File: config.mk
export PLATFORM = sky130hd
export DESIGN_NAME = ntt8_seq_controller_flat
export DESIGN_NICKNAME = d
export VERILOG_FILES = /design/src/rtl/ntt8_seq_controller_if.sv /design/src/rtl/ntt8_seq_controller.sv /design/src/flat_wrapper.sv
export SDC_FILE = /design/constraint.sdc
export NUM_CORES = 1
export LEC_CHECK = 0
export CELL_PAD_IN_SITES_DETAIL_PLACEMENT = 1
export CELL_PAD_IN_SITES_GLOBAL_PLACEMENT = 2
export CORE_ASPECT_RATIO = 0.75
export CORE_MARGIN = 1.5
export CORE_UTILIZATION = 35
export CTS_CLUSTER_DIAMETER = 30
export DETAILED_ROUTE_END_ITERATION = 10
export GPL_ROUTABILITY_DRIVEN = 0
export PLACE_DENSITY_LB_ADDON = 0.2
export SYNTH_ARGS = -nofsm -noshare
export SYNTH_HDL_FRONTEND = slang
export SYNTH_SLANG_ARGS = --single-unit
File: constraint.sdc
create_clock -name clk -period 60.1 [get_ports clk]
set_input_delay 12.02 -clock clk [delete_from_list [all_inputs] [get_ports clk]]
set_output_delay 12.02 -clock clk [all_outputs]
set_load 0.01 [all_outputs]
File: src/rtl/ntt8_seq_controller_if.sv
// Handshake, twiddle and status bundle for ntt8_seq_controller.
// The master side is the system or bench; the slave side is the controller.
interface ntt8_seq_controller_if #(
    parameter int DW = 8
);
    logic          start;
    logic [DW-1:0] mod;
    logic          in_valid;
    logic          in_ready;
    logic [DW-1:0] in_data;
    logic [1:0]    tw_idx;
    logic [DW-1:0] tw_data;
    logic          out_valid;
    logic          out_ready;
    logic [DW-1:0] out_data;
    logic          busy;
    logic          done;
    logic          err;

    modport master (
        output start, mod, in_valid, in_data, tw_data, out_ready,
        input  in_ready, tw_idx, out_valid, out_data, busy, done, err
    );

    modport slave (
        input  start, mod, in_valid, in_data, tw_data, out_ready,
        output in_ready, tw_idx, out_valid, out_data, busy, done, err
    );
endinterface

File: src/rtl/ntt8_seq_controller.sv
// Iterative 8-point NTT: serial load, 12 in-place butterflies on one shared unit, serial drain.
// Optional macro NTT8_BITREV_OUT_EN drains memory in bit-reversed address order.
module ntt8_seq_controller #(
    parameter int DW   = 8,
    parameter int N    = 8,
    parameter int LOGN = 3
) (
    input logic                  clk,
    input logic                  rst_n,
    ntt8_seq_controller_if.slave bus
);
    localparam int AW = $clog2(N);
    localparam int KW = $clog2(N / 2);
    localparam int SW = $clog2(LOGN);
    localparam logic [AW-1:0] LAST_IDX = AW'(N - 1);
    localparam logic [KW-1:0] LAST_BF  = KW'(N / 2 - 1);
    localparam logic [SW-1:0] LAST_STG = SW'(LOGN - 1);

    typedef enum logic [1:0] {IDLE, LOAD, COMPUTE, DRAIN} state_t;

    state_t        state_q, state_d;
    logic [DW-1:0] q_r;
    logic [DW-1:0] mem [N];
    logic [AW-1:0] cnt, ocnt;
    logic [KW-1:0] bk;
    logic [SW-1:0] stg;
    logic [DW-1:0] out_data_q;
    logic          done_q, err_q;

    logic start_ok, start_bad, load_hs, bf_en, out_hs;

    // Butterfly addressing: g*half = k - o, so i = 2*(k - o) + o.
    logic [AW-1:0]   half, bi, bj;
    logic [KW-1:0]   o, t;
    logic [DW-1:0]   a, b, p, bf_hi, bf_lo, in_red;
    logic [2*DW-1:0] prod;
    logic [DW:0]     sum;

    function automatic logic [AW-1:0] oidx(input logic [AW-1:0] c);
        logic [AW-1:0] r;
        r = '0;
`ifdef NTT8_BITREV_OUT_EN
        for (int unsigned n = 0; n < AW; n++) r[n] = c[AW-1-n];
`else
        r = c;
`endif
        return r;
    endfunction

    always_comb begin
        half   = AW'(N / 2) >> stg;
        o      = KW'(AW'(bk) & (half - AW'(1)));
        t      = o << stg;
        bi     = AW'({bk - o, 1'b0}) + AW'(o);
        bj     = bi + half;
        a      = mem[bi];
        b      = mem[bj];
        prod   = {{DW{1'b0}}, b} * {{DW{1'b0}}, bus.tw_data};
        p      = DW'(prod % {{DW{1'b0}}, q_r});
        sum    = {1'b0, a} + {1'b0, p};
        bf_hi  = (sum >= {1'b0, q_r}) ? DW'(sum - {1'b0, q_r}) : DW'(sum);
        bf_lo  = (a >= p) ? (a - p) : DW'({1'b0, a} + {1'b0, q_r} - {1'b0, p});
        in_red = bus.in_data % q_r;
    end

    always_comb begin
        state_d   = state_q;
        start_ok  = 1'b0;
        start_bad = 1'b0;
        load_hs   = 1'b0;
        bf_en     = 1'b0;
        out_hs    = 1'b0;
        case (state_q)
            IDLE: begin
                if (bus.start) begin
                    if (bus.mod >= DW'(2)) begin
                        start_ok = 1'b1;
                        state_d  = LOAD;
                    end else begin
                        start_bad = 1'b1;
                    end
                end
            end
            LOAD: begin
                if (bus.in_valid) begin
                    load_hs = 1'b1;
                    if (cnt == LAST_IDX) state_d = COMPUTE;
                end
            end
            COMPUTE: begin
                bf_en = 1'b1;
                if (stg == LAST_STG && bk == LAST_BF) state_d = DRAIN;
            end
            DRAIN: begin
                if (bus.out_ready) begin
                    out_hs = 1'b1;
                    if (ocnt == LAST_IDX) state_d = IDLE;
                end
            end
            default: state_d = IDLE;
        endcase
    end

    always_ff @(posedge clk or negedge rst_n) begin
        if (!rst_n) begin
            state_q    <= IDLE;
            q_r        <= '0;
            cnt        <= '0;
            ocnt       <= '0;
            bk         <= '0;
            stg        <= '0;
            out_data_q <= '0;
            done_q     <= 1'b0;
            err_q      <= 1'b0;
            for (int unsigned n = 0; n < N; n++) mem[n] <= '0;
        end else begin
            state_q <= state_d;
            done_q  <= out_hs && (ocnt == LAST_IDX);
            err_q   <= start_bad;
            if (start_ok) q_r <= bus.mod;
            if (load_hs) begin
                mem[cnt] <= in_red;
                cnt      <= cnt + AW'(1);
            end
            if (bf_en) begin
                mem[bi] <= bf_hi;
                mem[bj] <= bf_lo;
                bk      <= bk + KW'(1);
                if (bk == LAST_BF) stg <= (stg == LAST_STG) ? '0 : stg + SW'(1);
            end
            // The final butterfly writes addresses 6/7, never the first drained word.
            if (state_q == COMPUTE && state_d == DRAIN) out_data_q <= mem[oidx('0)];
            if (out_hs) begin
                ocnt       <= ocnt + AW'(1);
                out_data_q <= (ocnt == LAST_IDX) ? '0 : mem[oidx(ocnt + AW'(1))];
            end
        end
    end

    assign bus.in_ready  = (state_q == LOAD);
    assign bus.out_valid = (state_q == DRAIN);
    assign bus.busy      = (state_q != IDLE);
    assign bus.tw_idx    = (state_q == COMPUTE) ? t : '0;
    assign bus.out_data  = out_data_q;
    assign bus.done      = done_q;
    assign bus.err       = err_q;
endmodule
File: src/flat_wrapper.sv
// flat-port wrapper written by rule: the top's interface ports become plain ports
module ntt8_seq_controller_flat 
#(
    parameter int DW   = 8,
    parameter int N    = 8,
    parameter int LOGN = 3
)
  (clk, rst_n, bus_start, bus_mod, bus_in_valid, bus_in_data, bus_tw_data, bus_out_ready, bus_in_ready, bus_tw_idx, bus_out_valid, bus_out_data, bus_busy, bus_done, bus_err);
  ntt8_seq_controller_if #(.DW(DW)) bus_i ();
  input logic clk;
  input logic rst_n;
  input wire logic [$bits(bus_i.start)-1:0] bus_start;
  input wire logic [$bits(bus_i.mod)-1:0] bus_mod;
  input wire logic [$bits(bus_i.in_valid)-1:0] bus_in_valid;
  input wire logic [$bits(bus_i.in_data)-1:0] bus_in_data;
  input wire logic [$bits(bus_i.tw_data)-1:0] bus_tw_data;
  input wire logic [$bits(bus_i.out_ready)-1:0] bus_out_ready;
  output wire logic [$bits(bus_i.in_ready)-1:0] bus_in_ready;
  output wire logic [$bits(bus_i.tw_idx)-1:0] bus_tw_idx;
  output wire logic [$bits(bus_i.out_valid)-1:0] bus_out_valid;
  output wire logic [$bits(bus_i.out_data)-1:0] bus_out_data;
  output wire logic [$bits(bus_i.busy)-1:0] bus_busy;
  output wire logic [$bits(bus_i.done)-1:0] bus_done;
  output wire logic [$bits(bus_i.err)-1:0] bus_err;
  assign bus_i.start = bus_start;
  assign bus_i.mod = bus_mod;
  assign bus_i.in_valid = bus_in_valid;
  assign bus_i.in_data = bus_in_data;
  assign bus_i.tw_data = bus_tw_data;
  assign bus_i.out_ready = bus_out_ready;
  assign bus_in_ready = bus_i.in_ready;
  assign bus_tw_idx = bus_i.tw_idx;
  assign bus_out_valid = bus_i.out_valid;
  assign bus_out_data = bus_i.out_data;
  assign bus_busy = bus_i.busy;
  assign bus_done = bus_i.done;
  assign bus_err = bus_i.err;
  ntt8_seq_controller #(.DW(DW), .N(N), .LOGN(LOGN)) u_core (.clk(clk), .rst_n(rst_n), .bus(bus_i));
endmodule
# After elaboration in Yosys (flattened, before gate mapping)
# Index checks and enable logic that the tools add are counted.
# op_classes
order_cmp	10
reduce_logical	10
n_eq_ne	8
mux	46
n_mul	1
shifts	2
bitwise_logic	5
add_sub_neg	13
n_div	2
# ops
cell	n
bitwise mux 64 bit	3
2-to-1 mux 64 bit	2
2-to-1 mux 8 bit	14
binary-select mux 8 bit (select 3 bit)	3
demux 8 bit (select 3 bit)	3
subtractor 8 bit	3
2-to-1 mux 2 bit	9
>= comparator 4 bit (second input constant)	4
modulo 16 x 8 -> 16 bit	1
multiplier 8 x 8 -> 16 bit	1
NOT 3 -> 4 bit	4
less-than comparator 4 x 1 -> 1 bit (second input constant)	3
2-to-1 mux 1 bit	11
equality test 2 bit (second input constant)	5
adder 8 x 8 -> 9 bit	1
>= comparator 9 x 8 -> 1 bit	1
adder 8 bit	1
>= comparator 8 x 2 -> 1 bit (second input constant)	1
>= comparator 8 bit	1
modulo 8 x 8 -> 8 bit	1
one-hot mux 2 bit (4 select lines)	1
adder 3 x 1 -> 3 bit (second input constant)	2
equality test 3 bit (second input constant)	2
logical AND 1 bit	6
other kinds (12)	14
# totals
word_cells	114
output_inout_bits	15
ff_bits	94

# Logic depth before layout (Yosys ltp)
# depth
depth_word	18
ltp_mapped	197
depth_no_buf	188

# Least setup slack after synthesis
# OpenSTA, ideal clock, no wires.
# synth_path
kind	input to register
startpoint	input port bus_tw_data[7]
endpoint	register u_core.mem[20] (netlist name)
setup_time_ps	126
n_path_buf	9
t_required_ps	59974
t_arrival_ps	47031
setup_slack_ps	12943
cell_stages	173
path_cell_list	inv_1 > nor2_1 > fa_1 > fa_1 > fa_1 > inv_1 > fa_1 > inv_1 > ha_1 > o2111ai_2 > a21oi_2 > nor2_1 > nor2_1 > xnor2_1 > ha_1 > a21oi_1 > ha_1 > o21a_1 > [... 137 more ...] > a21o_1 > a21oi_1 > o21bai_1 > a21oi_1 > o21bai_1 > a21oi_1 > xnor2_1 > ha_1 > nand4_1 > nor2_1 > nor4_1 > nand2_1 > clkbuf_1 > o21ai_0 > nor3_1 > a21oi_1 > nor2_1 > a221o_1
# synth_via
elab_chain_len	8
word_cells_on_any_way	13
classes_between	add/sub (4); mul (1); div (1); order compare (2); mux (5)
# synth_rtl
item	line	source
start, declared	flat_wrapper.sv:16	input wire logic [$bits(bus_i.tw_data)-1:0] bus_tw_data;
multiplier 8 x 8 -> 16 bit (*)	ntt8_seq_controller.sv:58	prod = {{DW{1'b0}}, b} * {{DW{1'b0}}, bus.tw_data};
modulo 16 x 8 -> 16 bit (*)	ntt8_seq_controller.sv:59	p = DW'(prod % {{DW{1'b0}}, q_r});
adder 8 x 8 -> 9 bit	ntt8_seq_controller.sv:60	sum = {1'b0, a} + {1'b0, p};
subtractor 8 bit or >= comparator 9 x 8 -> 1 bit (tied branches)	ntt8_seq_controller.sv:61	bf_hi = (sum >= {1'b0, q_r}) ? DW'(sum - {1'b0, q_r}) : DW'(sum);
2-to-1 mux 8 bit	ntt8_seq_controller.sv:61	
bitwise mux 64 bit	ntt8_seq_controller.sv:126	mem[bi] <= bf_hi;
bitwise mux 64 bit (*)	ntt8_seq_controller.sv:127	mem[bj] <= bf_lo;
2-to-1 mux 64 bit (*)	ntt8_seq_controller.sv:125	if (bf_en) begin
end signal, assigned by index	ntt8_seq_controller.sv:122	mem[cnt] <= in_red;
end signal, assigned by index	ntt8_seq_controller.sv:126	
end signal, assigned by index	ntt8_seq_controller.sv:127	
end, declared	ntt8_seq_controller.sv:23	logic [DW-1:0] mem [N];
# Mark *: on every way between the ends. The rest lies on a longest branch, timed or not.
# A chain may end at the register's enable or synchronous reset.

# Final worst setup path
# layout_path
startpoint	input port bus_tw_data[4]
endpoint	register u_core.mem[59] (netlist name)
# Same word-level chain as after synthesis.

==> flow_summary_export.csv <==
group,metric,value,unit
worst_setup_path,reg2regPathDepth,173,
layout,area_growth,8.024,%
yosys,ys_async_sr_fraction,1.000,
yosys,synthAdderAreaFrac,0.2104,
clock_network,cts-root-buf,"clkbuf_16",
yosys,ys.flop_type,"dfrtp_1",
yosys,synth_edf_count,0,
floorplanning,io_pins,44,
clock_network,cts.path.max_buffers,2,
worst_setup_path,path_buf_inv,7,
yosys,ys_ff_latch,94,
placement,io_buffer_count,43,
layout,final_common_cell,"nor2_1",
clock_network,cts_setup_buffers,0,
clock_network,insertion_delay,390,ps
yosys,yosysWarnings,0,
placement,dp_hpwl,52690,um
worst_setup_path,crit_family,"compound AO/OA/AOI/OAI gates",
timing,tns,0,ps
layout,n_fill_cell,6112,
clock_network,ctsResizeCount,0,
global_routing,antenna_found_initial,0,
worst_setup_path,endpoint,"u_core.mem[59]$_DFF_PN0_",
timing,slew_headroom,0.2081,
timing,finalCritPeriodShare,0.9055,
clock_network,clock_sinks,94,
worst_setup_path,cp.required,60340,ps
timing,tightest_slew,1181,ps
worst_setup_path,arrival,54660,ps
worst_setup_path,crit_cells,165,
yosys,synth_cell_types,109,
worst_setup_path,r2r_slack,13590,ps
worst_setup_path,critical_path_class,"input pin to flip-flop",
detailed_routing,postRouteAntennaNets,0,
timing,hold_viol,0,
worst_setup_path,critical_path.max_stage_delay,870,ps
run,cap_violations,0,
layout,diodes,0,
detailed_routing,wl_per_cell,23.56,um
floorplanning,fp-row-count,71,
yosys,syn_area,17730,sq um
global_routing,grt-ovfl-total,0,
floorplanning,die_area,52030,sq um
worst_setup_path,start_kind,"input pin",
clock_network,holdBufCountCts,0,
timing,period_minus_slack,54420,ps
clock_network,clkTransAtPathRegs,90,ps
worst_setup_path,critPathSlowestCell,"o21ai_0",
detailed_routing,drtPass1Iterations,6,
layout,drive_above_1_share,0.09075,
status,status,"complete, no violations",
clock_network,cts_max_level,3,
worst_setup_path,critPathMostFrequentCell,"o21a_1",
timing,slew_violations,0,
floorplanning,die_h,197.9,um
detailed_routing,wirelength,68690,um
global_routing,grtUsageTotal,0.2636,
global_routing,grt_max_degree,66,
timing,fin_skew,13.92,ps
yosys,ys_seq_area_frac,0.1327,
detailed_routing,post-route-drc-count,0,
yosys,synth_cells,2264,
worst_hold_path,min_path_type,"flip-flop to flip-flop",
detailed_routing,vias_per_cell,6.073,
timing,rsz0062_at_grt,"no",
clock_network,tritoncts,"done",
worst_setup_path,worst_r2r_endpoint,"u_core.mem[59]$_DFF_PN0_",
global_routing,grt_pass1_vias,17840,
layout,multiInputGateArea,14560,sq um
worst_setup_path,worstSetupStartpoint,"bus_tw_data[4]",
yosys,synth_simple_gate_area_frac,0.1982,
yosys,synth-xor-area-share,0.04912,
worst_setup_path,endpoint_kind,"flip-flop",
timing,fmax,18.38,MHz
layout,register_area,2352,sq um
layout,fin_util,0.3823,
clock_network,cts_buffers,9,
floorplanning,die_w,262.9,um
yosys,synth_compound_area_frac,0.2649,
detailed_routing,drt-initial-drc-count,1401,
layout,nNetsFinal,2551,
yosys,synth_nets,2561,
floorplanning,core,50100,sq um
yosys,synthMuxAreaShare,0.09711,
floorplanning,initial_utilization,0.3539,
timing,setup_viol,0,
yosys,synth_area_per_cell,7.831,sq um
worst_setup_path,crit_fanout,16,
detailed_routing,num_vias,17710,
global_routing,grt_pass1_wl,107000,um
worst_setup_path,rr_startpoint,"u_core.stg[0]$_DFFE_PN0P_",
yosys,synth_top_family_by_area,"compound AO/OA/AOI/OAI gates",
layout,final_cell_mix,"nor2_1 (290), ha_1 (219), nand2_1 (183)",
==> per-layer routing <==
layer  GRT usage  vias up  part of all wire
li1            -     8267                 -
met1      0.3970     8898              0.50
met2      0.4022      496              0.42
met3     0.03805       49             0.067
met4     0.03832        0            0.0099
met5           0        -                 0
==> through the flow <==
step	std cells	setup WS (ps)	instance area (sq um)	hold slack, ps
6_report	2916	5682	19150	520.4
5_1_grt	2916	2488	19150	544.9
4_1_cts	2916	5971	19150	524.8
3_5_place_dp	2900	5697	18850	504.3
3_3_place_gp	2900	7267	18850	493.9
2_1_floorplan	2264	12940	17730	483.5
==> cell usage after synthesis, types with 8 or more instances <==
master / instances / area, sq um
mux2_2: 57 / 641.9
a31oi_1: 15 / 93.84
clkbuf_1: 78 / 292.8
nand2b_1: 24 / 150.1
and3_1: 14 / 87.58
o21ai_0: 141 / 705.7
o21a_1: 74 / 555.5
fa_1: 49 / 980.9
nand3_1: 30 / 150.1
ha_1: 219 / 2740
nor3_1: 75 / 375.4
a21oi_1: 169 / 845.8
o21bai_1: 17 / 127.6
nand4_1: 13 / 81.33
xnor2_1: 62 / 543.0
nor2b_1: 28 / 175.2
and2_1: 12 / 75.07
or2_2: 12 / 75.07
mux2_4: 13 / 195.2
o21ai_1: 10 / 50.05
nand2_1: 183 / 686.9
o31ai_1: 22 / 165.2
or3_1: 19 / 118.9
o211ai_1: 24 / 180.2
a221o_1: 9 / 90.09
o22ai_1: 55 / 344.1
mux2i_1: 42 / 420.4
a211oi_1: 17 / 127.6
o221ai_1: 8 / 70.07
inv_1: 119 / 446.7
a22oi_1: 15 / 112.6
nor2_1: 290 / 1089
buf_1: 8 / 30.03
or4_1: 9 / 67.56
a21o_1: 43 / 322.8
a221oi_1: 14 / 122.6
mux4_2: 20 / 450.4
xor2_1: 31 / 271.5
dfrtp_1: 94 / 2352
==> worst min-delay path by stage <==
stage                               startpoint                    endpoint  slack [ps]  cells after the start
CTS                 u_core.ocnt[1]$_DFFE_PN0P_  u_core.ocnt[1]$_DFFE_PN0P_         520                      1
floorplan           u_core.ocnt[1]$_DFFE_PN0P_  u_core.ocnt[1]$_DFFE_PN0P_         480                      1
finish              u_core.ocnt[1]$_DFFE_PN0P_  u_core.ocnt[1]$_DFFE_PN0P_         520                      1
global route        u_core.ocnt[2]$_DFFE_PN0P_  u_core.ocnt[2]$_DFFE_PN0P_         540                      1
global placement    u_core.ocnt[2]$_DFFE_PN0P_  u_core.ocnt[2]$_DFFE_PN0P_         490                      1
detailed placement  u_core.ocnt[1]$_DFFE_PN0P_  u_core.ocnt[1]$_DFFE_PN0P_         500                      1
==> area by class of cell <==
class,instances,area share
Multi-Input combinational cell,1955,0.7602
Inverter,120,0.02352
Clock inverter,7,0.004246
Sequential cell,94,0.1228
Tap cell,657,0.04292
Clock buffer,9,0.01176
Timing Repair Buffer,74,0.03449
==> cell families (layout without fill, tap and decap cells) <==
| group | count (synthesis) | in the layout |
|---|---|---|
| and+or+nand+nor | 748 | 748 |
| xor gates and xnor gates | 96 | 96 |
| AOI/OAI and AO/OA | 709 | 709 |
| adders and majority gates | 269 | 269 |
| DFF | 94 | 94 |
| muxes | 133 | 133 |
| buffers and inverters | 215 | 210 |
==> flip-flops by register name (all words and copies together) (netlist names) <==
signal and flops:
u_core.q_r 8, u_core.bus.err 1, u_core.cnt 3, u_core.bk 2, u_core.mem 64, u_core.state_q 2
u_core.bus.done 1, u_core.stg 2, u_core.ocnt 3, u_core.bus.out_data 8
Power is not shown: default switching activity piles up to over one toggle a cycle in this logic, so the estimate is an artifact.
